[src/rtl/seg7_pkg.sv]
// Shared constants for the six-digit hh.mm.ss multiplexed display:
// segment patterns, edit-field encodings, digit slot indices and a BCD helper.
package seg7_pkg;

  // Segment patterns {g,f,e,d,c,b,a}, active-low.
  localparam logic [6:0] SEG_0     = 7'h40;
  localparam logic [6:0] SEG_1     = 7'h79;
  localparam logic [6:0] SEG_2     = 7'h24;
  localparam logic [6:0] SEG_3     = 7'h30;
  localparam logic [6:0] SEG_4     = 7'h19;
  localparam logic [6:0] SEG_5     = 7'h12;
  localparam logic [6:0] SEG_6     = 7'h02;
  localparam logic [6:0] SEG_7     = 7'h78;
  localparam logic [6:0] SEG_8     = 7'h00;
  localparam logic [6:0] SEG_9     = 7'h10;
  localparam logic [6:0] SEG_DASH  = 7'h3F;
  localparam logic [6:0] SEG_BLANK = 7'h7F;

  localparam logic [1:0] SEL_NONE = 2'd0;
  localparam logic [1:0] SEL_HR   = 2'd1;
  localparam logic [1:0] SEL_MI   = 2'd2;
  localparam logic [1:0] SEL_SE   = 2'd3;

  localparam logic [2:0] DIG_SE_ONES = 3'd0;
  localparam logic [2:0] DIG_SE_TENS = 3'd1;
  localparam logic [2:0] DIG_MI_ONES = 3'd2;
  localparam logic [2:0] DIG_MI_TENS = 3'd3;
  localparam logic [2:0] DIG_HR_ONES = 3'd4;
  localparam logic [2:0] DIG_HR_TENS = 3'd5;

  typedef enum logic {PH_VISIBLE = 1'b0, PH_HIDDEN = 1'b1} phase_e;

  // Returns {tens, ones}; exact for 0..59, inputs above that are shown as dashes anyway.
  function automatic logic [7:0] bin2bcd(input logic [5:0] v);
    logic [3:0] tens;
    logic [3:0] ones;
    tens = 4'd0;
    for (int t = 1; t <= 6; t++) begin
      if (v >= 6'(t * 10)) tens = 4'(t);
    end
    ones = 4'(v - 6'(tens) * 6'd10);
    return {tens, ones};
  endfunction

endpackage

[src/rtl/seg7_dec.sv]
// Combinational 4-bit digit code to active-low 7-segment pattern; non-decimal codes blank.
module seg7_dec
  import seg7_pkg::*;
(
  input  logic [3:0] code,
  output logic [6:0] seg
);

  always_comb begin
    seg = SEG_BLANK;
    case (code)
      4'd0: seg = SEG_0;
      4'd1: seg = SEG_1;
      4'd2: seg = SEG_2;
      4'd3: seg = SEG_3;
      4'd4: seg = SEG_4;
      4'd5: seg = SEG_5;
      4'd6: seg = SEG_6;
      4'd7: seg = SEG_7;
      4'd8: seg = SEG_8;
      4'd9: seg = SEG_9;
      default: seg = SEG_BLANK;
    endcase
  end

endmodule

[src/rtl/seg7_scan_disp.sv]
// Six-digit hh.mm.ss scanner with per-frame input snapshot and edit-field blink.
// Optional HR_LEADING_BLANK_EN blanks the hour tens digit for hours below 10.
module seg7_scan_disp
  import seg7_pkg::*;
#(
  parameter int SCAN_DIV    = 50000,
  parameter int BLINK_TICKS = 250
) (
  input  logic       clk,
  input  logic       rst,
  input  logic [5:0] cnt_hr,
  input  logic [5:0] cnt_mi,
  input  logic [5:0] cnt_se,
  input  logic [1:0] blink_sel,
  output logic [6:0] seg,
  output logic [5:0] an,
  output logic       dp
);

  localparam int PW = $clog2(SCAN_DIV);
  localparam int BW = $clog2(BLINK_TICKS + 1);

  logic [PW-1:0] presc_q, presc_d;
  logic [2:0]    idx_q, idx_d;
  logic          first_q, first_d;
  logic [5:0]    snap_hr_q, snap_hr_d;
  logic [5:0]    snap_mi_q, snap_mi_d;
  logic [5:0]    snap_se_q, snap_se_d;
  logic [1:0]    sel_q, sel_d;
  phase_e        phase_q, phase_d;
  logic [BW-1:0] bcnt_q, bcnt_d;
  logic [6:0]    seg_q, seg_d;
  logic [5:0]    an_q, an_d;
  logic          dp_q, dp_d;

  logic       scan_tick;
  logic       sel_chg;
  logic [5:0] fld_val;
  logic       fld_bad;
  logic [1:0] fld_sel;
  logic [7:0] fld_bcd;
  logic [3:0] dig_code;
  logic [6:0] dec_seg;
  logic       blank;

  seg7_dec u_dec (
    .code (dig_code),
    .seg  (dec_seg)
  );

  always_comb begin
    scan_tick = (presc_q == PW'(SCAN_DIV - 1));
    presc_d   = scan_tick ? '0 : presc_q + 1'b1;

    idx_d = idx_q;
    if (scan_tick) idx_d = (idx_q == DIG_HR_TENS) ? DIG_SE_ONES : idx_q + 3'd1;

    // Snapshot on the first tick so the very first frame is coherent too.
    first_d   = first_q && !scan_tick;
    snap_hr_d = snap_hr_q;
    snap_mi_d = snap_mi_q;
    snap_se_d = snap_se_q;
    if (scan_tick && (first_q || idx_q == DIG_HR_TENS)) begin
      snap_hr_d = cnt_hr;
      snap_mi_d = cnt_mi;
      snap_se_d = cnt_se;
    end

    sel_d   = blink_sel;
    sel_chg = (blink_sel != sel_q);
    phase_d = phase_q;
    bcnt_d  = bcnt_q;
    if (sel_chg) begin
      phase_d = PH_VISIBLE;
      bcnt_d  = '0;
    end else if (scan_tick) begin
      if (bcnt_q == BW'(BLINK_TICKS - 1)) begin
        bcnt_d  = '0;
        phase_d = (phase_q == PH_VISIBLE) ? PH_HIDDEN : PH_VISIBLE;
      end else begin
        bcnt_d = bcnt_q + 1'b1;
      end
    end

    // Field selected by idx[2:1]: 0 seconds, 1 minutes, 2 hours.
    case (idx_d[2:1])
      2'd0:    begin fld_val = snap_se_d; fld_bad = (snap_se_d > 6'd59); fld_sel = SEL_SE; end
      2'd1:    begin fld_val = snap_mi_d; fld_bad = (snap_mi_d > 6'd59); fld_sel = SEL_MI; end
      default: begin fld_val = snap_hr_d; fld_bad = (snap_hr_d > 6'd23); fld_sel = SEL_HR; end
    endcase
    fld_bcd  = bin2bcd(fld_val);
    dig_code = idx_d[0] ? fld_bcd[7:4] : fld_bcd[3:0];

    blank = (phase_q == PH_HIDDEN) && !sel_chg && (blink_sel == fld_sel);
`ifdef HR_LEADING_BLANK_EN
    if (idx_d == DIG_HR_TENS && snap_hr_d < 6'd10) blank = 1'b1;
`endif

    seg_d = seg_q;
    an_d  = an_q;
    dp_d  = dp_q;
    if (scan_tick) begin
      if (blank) begin
        seg_d = SEG_BLANK;
        an_d  = 6'h3F;
        dp_d  = 1'b1;
      end else begin
        seg_d = fld_bad ? SEG_DASH : dec_seg;
        an_d  = ~(6'd1 << idx_d);
        dp_d  = !(idx_d == DIG_MI_ONES || idx_d == DIG_HR_ONES);
      end
    end
  end

  always_ff @(posedge clk) begin
    if (rst) begin
      presc_q   <= '0;
      idx_q     <= DIG_SE_ONES;
      first_q   <= 1'b1;
      snap_hr_q <= '0;
      snap_mi_q <= '0;
      snap_se_q <= '0;
      sel_q     <= SEL_NONE;
      phase_q   <= PH_VISIBLE;
      bcnt_q    <= '0;
      seg_q     <= SEG_BLANK;
      an_q      <= 6'h3F;
      dp_q      <= 1'b1;
    end else begin
      presc_q   <= presc_d;
      idx_q     <= idx_d;
      first_q   <= first_d;
      snap_hr_q <= snap_hr_d;
      snap_mi_q <= snap_mi_d;
      snap_se_q <= snap_se_d;
      sel_q     <= sel_d;
      phase_q   <= phase_d;
      bcnt_q    <= bcnt_d;
      seg_q     <= seg_d;
      an_q      <= an_d;
      dp_q      <= dp_d;
    end
  end

  assign seg = seg_q;
  assign an  = an_q;
  assign dp  = dp_q;

endmodule
[config.mk]
export PLATFORM = sky130hd
export DESIGN_NAME = seg7_scan_disp
export DESIGN_NICKNAME = d
export VERILOG_FILES = /design/src/rtl/seg7_pkg.sv /design/src/rtl/seg7_dec.sv /design/src/rtl/seg7_scan_disp.sv
export SDC_FILE = /design/constraint.sdc
export NUM_CORES = 1
export LEC_CHECK = 0
export ABC_AREA = 1
export BUFFER_PORTS_ARGS = -buffer_cell sky130_fd_sc_hd__clkbuf_2
export CORE_MARGIN = 10
export CORE_UTILIZATION = 50
export DETAILED_ROUTE_END_ITERATION = 16
export PLACE_DENSITY = 0.7
export SLEW_MARGIN = 5
export SYNTH_ARGS = -nofsm -noshare
export SYNTH_HDL_FRONTEND = slang
export SYNTH_SLANG_ARGS = --single-unit
[constraint.sdc]
create_clock -name clk -period 8.21 [get_ports clk]
set_input_delay 1.642 -clock clk [delete_from_list [all_inputs] [get_ports clk]]
set_output_delay 1.642 -clock clk [all_outputs]
set_load 0.01 [all_outputs]
# == Word level (Yosys, flattened, before mapping) ==
# Memories as Yosys holds them, arrays and structs flattened.
# Cells that the tools add are included.
# word_totals
register_bits,63
romBits,112
output_inout_bits,14
memories,1
# classes
n_addsub,4
n_mul,1
order_cmp,9
n_eq_ne,8
shifts,1
n_mux,21
n_bitwise,1
n_reduce_logical,13
# memory_table
memory,depth,width,rd,rd_clocked_by_memory_dff,wr,line_no,rtl
(no name shown),16,7,1,0,0,seg7_dec.sv:11,case (code)
# op_table
operator,n
$mux W4,6
$mux W6,4
$ge A6 B6 Y1 const B,3
$add A16 B1 Y16 const B,1
$eq A16 B16 Y1 const B,1
$mux W7,2
$ge A6 B5 Y1 const B,2
$gt A6 B6 Y1 const B,2
$pmux W6 S2,1
$add A8 B1 Y8 const B,1
$eq A8 B8 Y1 const B,1
$mux W8,1
$eq A3 B3 Y1 const B,2
$ge A6 B4 Y1 const B,1
$gt A6 B5 Y1 const B,1
$mux W3,2
$not A6 Y6,1
$shl A1 B3 Y6 const A,1
$logic_and A1 B1 Y1,4
$mul A4 B3 Y3 const B,1
$pmux W2 S2,1
$reduce_or A2 Y1,2
$sub A4 B4 Y4,1
$add A3 B1 Y3 const B,1
10 further kinds,15

# == Logic depth before layout (Yosys ltp) ==
# Gate-level depths: netlist of the first run.
# An unclocked memory read counts as a cell.
# logic_depth
ltp_word,18
depth_mapped,31
depth_no_buf,31

# == Modules after synthesis ==
# From an unflattened synthesis of the first run, not the netlist that was laid out.
# hier_totals
hier_cells,498
area_unflattened_um2,3468.3
# modules_own_cells
mod,instances,cells_each,area_per_inst_um2,seq_area_each_um2
seg7_scan_disp,1,463,3280.6,1261.2
seg7_dec,1,35,187.7,0.0

# == Least setup slack after synthesis of the first run ==
# No wires, ideal clock.
# synth_path
kind,input -> register
from,input port cnt_hr[2]
to,register seg_q[0] (netlist: seg[0])
t_arrival_ps,3880
path_slack_ps,4222
path_stages,22
n_path_buf,0
path_cell_list,or2_1 -> nand3_2 -> nand3_1 -> nand2_1 -> nor2_1 -> nor2_1 -> nand2_1 -> nand2_1 -> nand2_1 -> nand2_1 -> inv_1 -> ha_1 -> fa_1 -> nand2_1 -> nand2_1 -> o211ai_1 -> nand4_1 -> nand2_1 -> inv_2 -> nand2_1 -> nand2_1 -> inv_1
# synth_via
elab_chain_len,15
# synth_lines
element,line_no,rtl
"start, declared",seg7_scan_disp.sv:11,"input logic [5:0] cnt_hr,"
$mux W6 *,seg7_scan_disp.sv:63,if (scan_tick && (first_q || idx_q == DIG_HR_TENS)) begin
$pmux W6 S2,seg7_scan_disp.sv:86,case (idx_d[2:1])
$ge A6 B4 Y1,seg7_pkg.sv:39,if (v >= 6'(t * 10)) tens = 4'(t);
$mux W1,seg7_pkg.sv:39,
$mux W4 (5 in a row),seg7_pkg.sv:39,
$mul A4 B3 Y3,seg7_pkg.sv:41,ones = 4'(v - 6'(tens) * 6'd10);
$sub A4 B4 Y4,seg7_pkg.sv:41,
$mux W4,seg7_scan_disp.sv:92,dig_code = idx_d[0] ? fld_bcd[7:4] : fld_bcd[3:0];
$mem_v2 Z16 W7,n/a,
$mux W7 *,seg7_scan_disp.sv:108,seg_d = fld_bad ? SEG_DASH : dec_seg;
$mux W7 *,seg7_scan_disp.sv:103,if (blank) begin
"end signal, assigned",seg7_scan_disp.sv:139,seg_q <= seg_d;
"end, declared",seg7_scan_disp.sv:32,"logic [6:0] seg_q, seg_d;"
# Mark *: on every way between the ends. The rest lies on a longest branch, timed or not.
# A chain may end at the register's enable or synchronous reset.

# == Final worst setup path of the first run ==
# layout_path
from,register presc_q[0]
to,register seg_q[0] (netlist: seg[0])
# layout_via
elab_chain_len,17
# layout_lines
element,line_no,rtl
"start, declared",seg7_scan_disp.sv:23,"logic [PW-1:0] presc_q, presc_d;"
"start signal, assigned",seg7_scan_disp.sv:130,presc_q <= presc_d;
$eq A16 B16 Y1 *,seg7_scan_disp.sv:52,scan_tick = (presc_q == PW'(SCAN_DIV - 1));
$mux W3 / $logic_and A1 B1 Y1 (equally long branches),"seg7_scan_disp.sv:56, seg7_scan_disp.sv:63",
"$eq A2 B1 Y1, or another cell as far along",seg7_scan_disp.sv:86,
$pmux W6 S2,seg7_scan_disp.sv:86,
$ge A6 B4 Y1,seg7_pkg.sv:39,
$mux W1,seg7_pkg.sv:39,
$mux W4 (5 in a row),seg7_pkg.sv:39,
$mul A4 B3 Y3,seg7_pkg.sv:41,
$sub A4 B4 Y4,seg7_pkg.sv:41,
$mux W4,seg7_scan_disp.sv:92,
$mem_v2 Z16 W7,n/a,
$mux W7,seg7_scan_disp.sv:108,
$mux W7,seg7_scan_disp.sv:103,
# Marks and branches as above.

==> impl.org, run 1 <==
** Clock tree
- H-tree depth :: 3
- Number of buffers created by CTS :: 9
- The number of setup buffers added after CTS is 0.
- For this design, the sink count on the clock tree is 63.
- Clock latency on the worst-skew pair, taken at its later pin, is 360 ps.
- After clock tree synthesis, the clock-pin slew on the worst setup and hold paths is 70 ps.
- TritonCTS built the clock tree.
- Post-CTS Hold Buffers :: 0
- Clock tree root driver cell :: sky130_fd_sc_hd__clkbuf_8
- In this run, post-CTS repair resized a total of 0 instances.
- The clock passes through at most 2 buffers.

** Power
- Total Power :: 591 uW
- Of the total power, combinational logic draws 0.027.
- The analysis attributes to net switching a power of 130 uW.
- VDD sags by at most 0.135 mV.
- Cell internal power was estimated by the tool at 461 uW.
- In this run the static leakage power is approximately 1.7 nW.
- The share of total power dissipated in sequential elements is 0.522.
- In this run the power density over the cells is roughly 160 nW/um^2.
- The share of total power dissipated in the clock network is 0.451.
- Of the total power, the share spent switching nets is 0.220.

** Synth
- Counting every net in the synthesized netlist gives between 500 and 600.
- Of all cell types, the one taking the most synthesized area is sky130_fd_sc_hd__dfxtp_1.
- Of the total synthesized cell area, the portion taken by full adders, half adders and majority gates is 0.0393.
- Gate count after technology mapping :: ~490
- After synthesis, the share of flip-flops with an asynchronous set or reset is 0.
- In this run the cell area of the synthesized design comes to 3370 sq um.
- Counting flops and latches in the post-synthesis netlist gives 63.
- By area, the combinational part of the netlist is dominated by simple AND/OR/NAND/NOR gates.
- Dividing the synthesized area by the synthesized cell count gives 6.84 sq um.
- Ranked by total cell area, the synthesized netlist is headed by sky130_fd_sc_hd__dfxtp_1 (37%), sky130_fd_sc_hd__nand2_1 (14%), sky130_fd_sc_hd__inv_1 (7.1%).
- Share of the synthesized area in the top cell type :: 0.374
- The synthesized design contains 0 enable-type register cells.
- The most used flip-flop cell after synthesis is sky130_fd_sc_hd__dfxtp_1.
- Of the post-synthesis cell area, the part taken by muxes is 0.00297.
- The share of the Yosys chip area taken by registers is 0.374.
- Yosys printed 0 warnings.
- Area fraction in and, or, nand and nor cells after synthesis :: 0.358
- Of the total synthesized cell area, the portion taken by XOR and XNOR cells is 0.0130.
- The area fraction in compound gates after synthesis was 0.115.
- Number of distinct standard cells referenced by the synthesized netlist :: 45

** Floorplan
- FP Rows :: 29
- Die Wd :: 102 microns
- The die covers between 10,000 and 15,000 sq um.
- Pin placement for this block handled 36 I/O pins.
- Die H :: between 100 and 150 microns
- Initial core utilization :: 0.522
- Floorplan Core Area :: between 6000 and 7000 sq um

** Worst setup path
- CP max FO :: 21
- Element type at the critical path start :: register
- The setup path with the least slack is of type reg -> reg.
- Data on the critical path arrives at its endpoint at 4480 ps.
- The worst setup path is captured at a register.
- Delay contributed by the slowest stage of the critical path :: ~470 ps
- Worst Path Required :: 8460 ps
- The slowest stage of the critical path belongs to the cell sky130_fd_sc_hd__fa_1.
- Cell type with the highest occurrence count on the critical path :: sky130_fd_sc_hd__nand2_1

** Cells and area
- Final Core Density :: 0.586
- In the final design database the tool counted 562 nets.
- Fill cell total of the finished layout :: 650
- Count of non-filler cells in the finished layout :: between 600 and 700
- Growth of design area from synthesis to finish :: 12.2%
- In the final layout, the share of cells above drive strength 1 is 0.170.
- 0 antenna diodes ended up in the layout.
- The finished cells cover between 3000 and 4000 sq um.

** STA
- Setup violations remaining at the end of the flow were counted as 0.
- The final number of hold-violating endpoints came to 0.
- For the pin with the worst max-slew slack, the measured transition is around 660 ps.
- Max Freq :: roughly 240 MHz
- In the post-route analysis, the smallest setup slack over all paths is ~4000 ps.
- Max-slew headroom at the worst pin :: 0.561
- Total negative slack for setup checks :: 0 ps
- Setup repair after global routing missed its margin :: false
- Final hold analysis gives a worst-case slack of ~450 ps.
- The total count of max-transition violations in the final report was 0.
- Of the available clock period, the critical path in the final layout requires 0.515.
- Clock skew on the completed layout was measured at 7.84 ps.
- The worst path in the final design needs a cycle of 4230 ps, including I/O delays and setup.

** Min path
- The tightest min-delay check is of the reg -> reg type.

** Drt
- The first detailed-routing pass ran for 4 iterations.
- DRC violations left :: 0
- After the first detailed-routing iteration, the DRC count stood at 138.
- In the final routed layout, each cell accounts on average for approximately 12 microns.
- In this run the remaining antenna-violating nets after routing total 0.
- Vias :: 3,053
- Sum of routed wire length over all layers :: around 7300 microns
- Vias per std cell :: 4.99

** Placement
- After detailed placement, the design holds a cell count of 596.
- The count of buffers added on input and output ports is 35.
- Area of placed instances :: 3590 sq um
- Routability-driven placement congestion ratio :: 0.941
- HPWL after detailed placement :: 5530 microns
- Setup WS pre-CTS :: 3830 ps

** Status
- The flow ran to the end, and the final reports show no timing, DRC or antenna violations.

** Global route
- Antenna violations before repair :: 0
- The number of global-route vias before repair came to 3,023.
- The first global-routing pass estimated 12,800 microns of wire.
- GRT Residual Overflow :: 0
- Maximum number of pins on one net before global-route repair :: 28
- Combined global-route utilization of all metal layers :: 0.150

** Run
- Across the run, the number of max-cap violations was 0.
registers in the layout (all words and copies together) (netlist names), 2 cells and up:
| name | cells |
|---|---|
| sel_q | 2 |
| snap_mi_q | 6 |
| idx_q | 3 |
| bcnt_q | 8 |
| snap_hr_q | 6 |
| seg | 7 |
| an | 6 |
| snap_se_q | 6 |
| presc_q | 16 |
per-layer routing:
metal,global-route usage,vias up,share of wire
met2,0.246,56,0.44
met1,0.180,1346,0.48
met4,0.0542,0,0.020
met5,0,-,0
met3,0.0493,14,0.057
li1,-,1637,-
cells in the mapped netlist (all sizes together) (4+ instances only):
cell      n
nand4     9
or2       6
dfxtp    63
buf       5
nand3    22
clkbuf    4
nor2     73
nor3b     5
ha        9
a21oi    24
inv      73
nor3      9
o21ai    30
nand2   135
worst paths after layout:
kind	start	end	slack (ps)	cells past startpoint
worst max-delay path	presc_q[0]	seg[0]	3980	29
worst min-delay path	presc_q[0]	presc_q[0]	450	1
worst max register to register	presc_q[0]	seg[0]	3980	29
worst min register to register	presc_q[0]	presc_q[0]	450	1
critical path: cells and delay by family, from the launching register on:
family                     cells  cell delay [ps]
buffers and inverters          4              500
DFF                            1              350
and+or+nand+nor               20             2080
AOI/OAI and AO/OA              2              280
adders and majority gates      3              860
layout make-up:
class,instances,area (sq um),share of cell area
clock inverters,4,45.0,0.0119
flip-flops and latches,63,1260,0.333
well taps,77,96.3,0.0255
repair buffers,35,175,0.0463
clock buffers,12,145,0.0384
multi-input cells,347,1780,0.471
inverters,74,278,0.0734
power by group through the flow:
stage	Clock (mW)	Combinational [mW]	Sequential [mW]
after floorplan	0	0.00912	0.315
after global placement	0	0.0159	0.315
after detailed placement	0	0.0161	0.315
after CTS	0.274	0.0162	0.308
after global routing	0.282	0.0183	0.308
final	0.266	0.0161	0.308
placed cells by master (no fill, tap or decap), types with 3 or more instances in the layout:
master and n:
sky130_fd_sc_hd__o21ai_0 17, sky130_fd_sc_hd__xnor2_1 3, sky130_fd_sc_hd__dfxtp_1 63, sky130_fd_sc_hd__nand3_1 18, sky130_fd_sc_hd__nor2_1 61, sky130_fd_sc_hd__or2_2 4
sky130_fd_sc_hd__a211oi_1 3, sky130_fd_sc_hd__nor3_1 9, sky130_fd_sc_hd__inv_1 64, sky130_fd_sc_hd__clkinv_2 3, sky130_fd_sc_hd__o21ai_1 8, sky130_fd_sc_hd__nor3b_1 5
sky130_fd_sc_hd__nand2_1 128, sky130_fd_sc_hd__nand2_2 5, sky130_fd_sc_hd__o21ai_2 5, sky130_fd_sc_hd__nor2_2 8, sky130_fd_sc_hd__nor2_4 3, sky130_fd_sc_hd__clkbuf_2 35
sky130_fd_sc_hd__nand4_1 9, sky130_fd_sc_hd__a21oi_1 23, sky130_fd_sc_hd__nand3_2 4, sky130_fd_sc_hd__clkbuf_8 10, sky130_fd_sc_hd__ha_1 9, sky130_fd_sc_hd__inv_2 9
logic make-up after synthesis:
family                   count (synthesis)
flip-flops                              63
AO/OA/AOI/OAI                           67
multiplexers                             1
adder cells (fa/ha/maj)                 10
XOR/XNOR                                 5
AND/OR/NAND/NOR                        264
buffers and inverters                   83
No activity file was read; power rests on OpenSTA's default activity.
==> run 2, diff against run 1 <==
--- a/config.mk
+++ b/config.mk
@@ -5,12 +5,12 @@
 export SDC_FILE = /design/constraint.sdc
 export NUM_CORES = 1
 export LEC_CHECK = 0
-export ABC_AREA = 1
+export ABC_AREA = 0
 export BUFFER_PORTS_ARGS = -buffer_cell sky130_fd_sc_hd__clkbuf_2
 export CORE_MARGIN = 10
 export CORE_UTILIZATION = 50
 export DETAILED_ROUTE_END_ITERATION = 16
-export PLACE_DENSITY = 0.7
+export PLACE_DENSITY = 0.69
 export SLEW_MARGIN = 5
 export SYNTH_ARGS = -nofsm -noshare
 export SYNTH_HDL_FRONTEND = slang
==> constraint.sdc (replaced) <==
create_clock -name clk -period 4.4 [get_ports clk]
set_input_delay 0.88 -clock clk [delete_from_list [all_inputs] [get_ports clk]]
set_output_delay 0.88 -clock clk [all_outputs]
set_load 0.01 [all_outputs]
==> impl.org, run 2 <==
** Status
- Run status: finished, final reports clean (unchanged).

** Drt
- The detailed-route wire length is 9350 microns (was 7260 microns).
- Post-DRT Antenna Nets :: 0 (unchanged)
- Vias :: 3,488 (was 3,053)
- Vias per std cell :: 5.84 (was 4.99)
- The residual DRC count was 0 (unchanged).
- Average detailed-routed wire length per instance :: 15.7 microns (was 11.9 microns)
- The iteration count of the initial detailed-routing pass was 5 (was 4).
- DR iter-0 viols :: 280 (was 138)

** Synth
- Yosys reg bits :: 63 (unchanged)
- Leading post-synthesis cells by instance count: sky130_fd_sc_hd__dfxtp_1 (63), sky130_fd_sc_hd__nand2_1 (60), sky130_fd_sc_hd__nor2_1 (42) (was sky130_fd_sc_hd__nand2_1 (128), sky130_fd_sc_hd__inv_1 (64), sky130_fd_sc_hd__dfxtp_1 (63)).
- Adder and majority cell fraction of the synthesized area :: 0.0356 (was 0.0393)
- The portion of netlist area occupied by mux cells was 0.0612 (was 0.00297).
- Xor-xnor portion of the synthesized cell area :: 0.0652 (was 0.0130)
- The total nets after synthesis is 482 (was 525).
- Post-synth EDFFs :: 0 (unchanged)
- The most frequently used flop master after synthesis was sky130_fd_sc_hd__dfxtp_1 (unchanged).
- Number of synthesis warnings :: 0 (unchanged)
- The largest family of logic cells by synthesized area is simple AND/OR/NAND/NOR gates (unchanged).
- Top cell type by total area after synthesis :: sky130_fd_sc_hd__dfxtp_1 (unchanged)
- The area fraction in compound gates after synthesis came to 0.215 (was 0.115).
- Part of the Yosys area used for sequential elements :: 0.339 (was 0.374)
- Number of distinct standard cells referenced by the synthesized netlist :: 67 (was 45)
- Post-synth ARST share :: 0 (unchanged)
- Area fraction in and, or, nand and nor cells after synthesis :: 0.238 (was 0.358)
- The cell with the most instances after synthesis was sky130_fd_sc_hd__dfxtp_1 (was sky130_fd_sc_hd__nand2_1).
- The netlist area before placement is 3720 sq um (was 3370 sq um).
- The synthesized area per cell came to 8.27 sq um (was 6.84 sq um).
- The share of the synthesized area in the top cell type is 0.339 (was 0.374).
- The number of instances in the synthesized netlist was 450 (was 493).
- Synth area leaders :: sky130_fd_sc_hd__dfxtp_1 (34%), sky130_fd_sc_hd__nand2_1 (6.1%), sky130_fd_sc_hd__a21oi_1 (5.0%) (was sky130_fd_sc_hd__dfxtp_1 (37%), sky130_fd_sc_hd__nand2_1 (14%), sky130_fd_sc_hd__inv_1 (7.1%))

** Cells and area
- Max FFs per register :: 16 (unchanged)
- The register name with the most flops is presc_q (unchanged).
- The share of final-layout standard cells stronger than drive strength 1 is 0.213 (was 0.170).
- Final Core Density :: 0.597 (was 0.586)
- Most frequent cells in the layout :: sky130_fd_sc_hd__nand2_1 (60), sky130_fd_sc_hd__dfxtp_1 (60), sky130_fd_sc_hd__nor2_1 (42) (was sky130_fd_sc_hd__nand2_1 (128), sky130_fd_sc_hd__inv_1 (64), sky130_fd_sc_hd__dfxtp_1 (63))
- Layout Nets :: 525 (was 562)
- Diodes inserted :: 0 (unchanged)
- Growth of design area from synthesis to finish :: 16.3% (was 12.2%)
- Summed area of non-filler cells in the final layout :: 4330 sq um (was 3780 sq um)

** Clock tree
- The master cell of the clock root buffer was sky130_fd_sc_hd__clkbuf_8 (unchanged).
- Post-CTS Hold Buffers :: 0 (unchanged)
- The CTS tree is built (unchanged).
- The largest buffer count on any clock path is 2 (unchanged).
- TritonCTS Sinks :: 63 (unchanged)
- Clock slew at the register clock pins of the worst setup and hold paths :: 70 ps (about the same)
- H-tree depth :: 3 (unchanged)
- The number of buffers created by CTS came to 9 (unchanged).
- Clock Latency Late Sink :: 350 ps (was 360 ps)

** STA
- Clock skew after layout :: 8.85 ps (was 7.84 ps)
- The final number of hold-violating endpoints is 0 (unchanged).
- Final Cycle Share :: 0.962 (was 0.515)
- Minimum clock period :: 4230 ps (about the same)
- The final worst setup slack is 167 ps (was 3980 ps).
- The pin slew with the least headroom to its limit came to 825 ps (was 658 ps).
- Endpoints failing setup :: 0 (unchanged)
- The max-slew headroom at the worst pin came to 0.450 (was 0.561).
- The worst hold slack came to 415 ps (was 450 ps).
- The total count of max-transition violations in the final report is 0 (unchanged).
- The maximum frequency from static timing analysis was 236 MHz (was 237 MHz).

** Placement
- Area of placed instances :: 4050 sq um (was 3590 sq um)
- Port Buffer Count :: 35 (unchanged)
- Routability-driven placement congestion ratio :: 0.890 (was 0.941)
- The post-DP HPWL came to 6680 microns (was 5530 microns).
- Setup WS pre-CTS :: 13.4 ps (was 3830 ps)

** Global route
- Antenna violations before repair :: 0 (unchanged)
- Global-route wire length before repair :: 15,600 microns (was 12,800 microns)
- Combined global-route utilization of all metal layers :: 0.166 (was 0.150)
- The pin count of the biggest net entering global routing was 37 (was 28).
- GRT Residual Overflow :: 0 (unchanged)
- Vias in the first global route :: 3,269 (was 3,023)

** Floorplan
- The floorplan die width was 106 microns (was 102 microns).
- Die H :: 106 microns (was 102 microns)
- Initial core utilization :: 0.513 (was 0.522)
- The floorplan core area is 7250 sq um (was 6460 sq um).
- The count of standard-cell rows came to 31 (was 29).
- The die outline area came to 11,300 sq um (was 10,400 sq um).
- The top-level I/O count is 36 (unchanged).

** Worst setup path
- The kind of start point of the critical path was a register (unchanged).
- Kind of critical path :: reg -> reg (unchanged)
- The arrival time of the worst setup path was 4450 ps (was 4480 ps).
- The data required time at the worst endpoint was 4610 ps (was 8460 ps).
- Endpoint kind of the worst setup timing path :: register (unchanged)
- CP max FO :: 6 (was 21)
- Reg2reg setup slack :: 170 ps (was 3980 ps)

** Power
- The total power came to 1.20 mW (was 591 uW).
- Cell leakage power :: 1.70 nW (about the same)
- The total power per unit cell area came to 276 nW/um^2 (was 156 nW/um^2).
- The worst voltage drop across the vdd grid was 0.165 mV (was 0.135 mV).

** Run
- The count of maximum capacitance violations was 0 (unchanged).

** Min path
- The class of the worst hold path is reg -> reg (unchanged).
run 2: cell count changes in the layout (fill, tap and decap cells not counted), moves of 8 or more:
| cell | change |
|---|---|
| sky130_fd_sc_hd__buf_4 | +24 |
| sky130_fd_sc_hd__inv_1 | -57 |
| sky130_fd_sc_hd__nor2_1 | -19 |
| sky130_fd_sc_hd__nor2_2 | -8 |
| sky130_fd_sc_hd__o21ai_0 | +10 |
| sky130_fd_sc_hd__a21oi_1 | +14 |
| sky130_fd_sc_hd__nand2_1 | -68 |
| sky130_fd_sc_hd__mux2i_1 | +8 |
| sky130_fd_sc_hd__xor2_1 | +13 |
run 2: path summary, 6_finish.rpt:
path,from,endpoint,cells after the start
worst max-delay path,presc_q[8],seg[4],18
worst min-delay path,presc_q[0],presc_q[0],1
worst max register to register,presc_q[8],seg[4],18
worst min register to register,presc_q[0],presc_q[0],1
run 2: critical path, cell delays in order (launching register included):
cell and delay, ps:
sky130_fd_sc_hd__dfxtp_1 410, sky130_fd_sc_hd__and4bb_2 300, sky130_fd_sc_hd__and4_4 260, sky130_fd_sc_hd__and2_4 210, sky130_fd_sc_hd__mux4_2 510, sky130_fd_sc_hd__a221o_1 430
sky130_fd_sc_hd__inv_2 100, sky130_fd_sc_hd__o21ai_0 90, sky130_fd_sc_hd__o21ai_0 120, sky130_fd_sc_hd__a21boi_2 100, sky130_fd_sc_hd__ha_1 200, sky130_fd_sc_hd__fa_1 540
sky130_fd_sc_hd__inv_1 70, sky130_fd_sc_hd__nand2_1 70, sky130_fd_sc_hd__o21a_1 150, sky130_fd_sc_hd__o22ai_1 80, sky130_fd_sc_hd__a31o_2 230, sky130_fd_sc_hd__mux2i_1 140
sky130_fd_sc_hd__a31oi_1 100
run 2: routing by layer:
metal  global-route usage  part of all wire  vias up
met3               0.0501             0.078       19
met1                0.208              0.44     1622
li1                     -                 -     1706
met5                    0                 0        -
met2                0.262              0.46      141
met4               0.0638             0.018        0
run 2: logic make-up after synthesis:
| kind of cell | after synthesis |
|---|---|
| and+or+nand+nor | 176 |
| AOI/OAI and AO/OA | 121 |
| adders and majority gates | 10 |
| xor gates and xnor gates | 26 |
| DFF | 63 |
| buffers and inverters | 38 |
| muxes | 16 |
run 2: timing repair:
item	CTS	global route
buffers inserted	2	3
setup endpoints to repair	1	6
resized for setup	0	10
pin swaps	0	4
run 2: layout make-up:
type	instances	area (sq um)
clock inverter	7	103
clock buffer	9	124
fill	668	2920
tap	99	124
timing repair buffer	60	375
inverter	10	37.5
multi-input combinational	349	2300
sequential	63	1260
run 2: power by group:
part	leakage [nW]	internal [mW]	switching, mW	total [mW]
clock network	0.111	0.326	0.253	0.578
logic	1.08	0.0170	0.0255	0.0424
registers	0.510	0.573	0.00204	0.575
run 2: per-stage QoR:
step	instances	setup TNS (ps)
after floorplan	450	0
after global placement	576	0
after detailed placement	576	0
after CTS	594	0
after global routing	597	-23.1
final	597	0
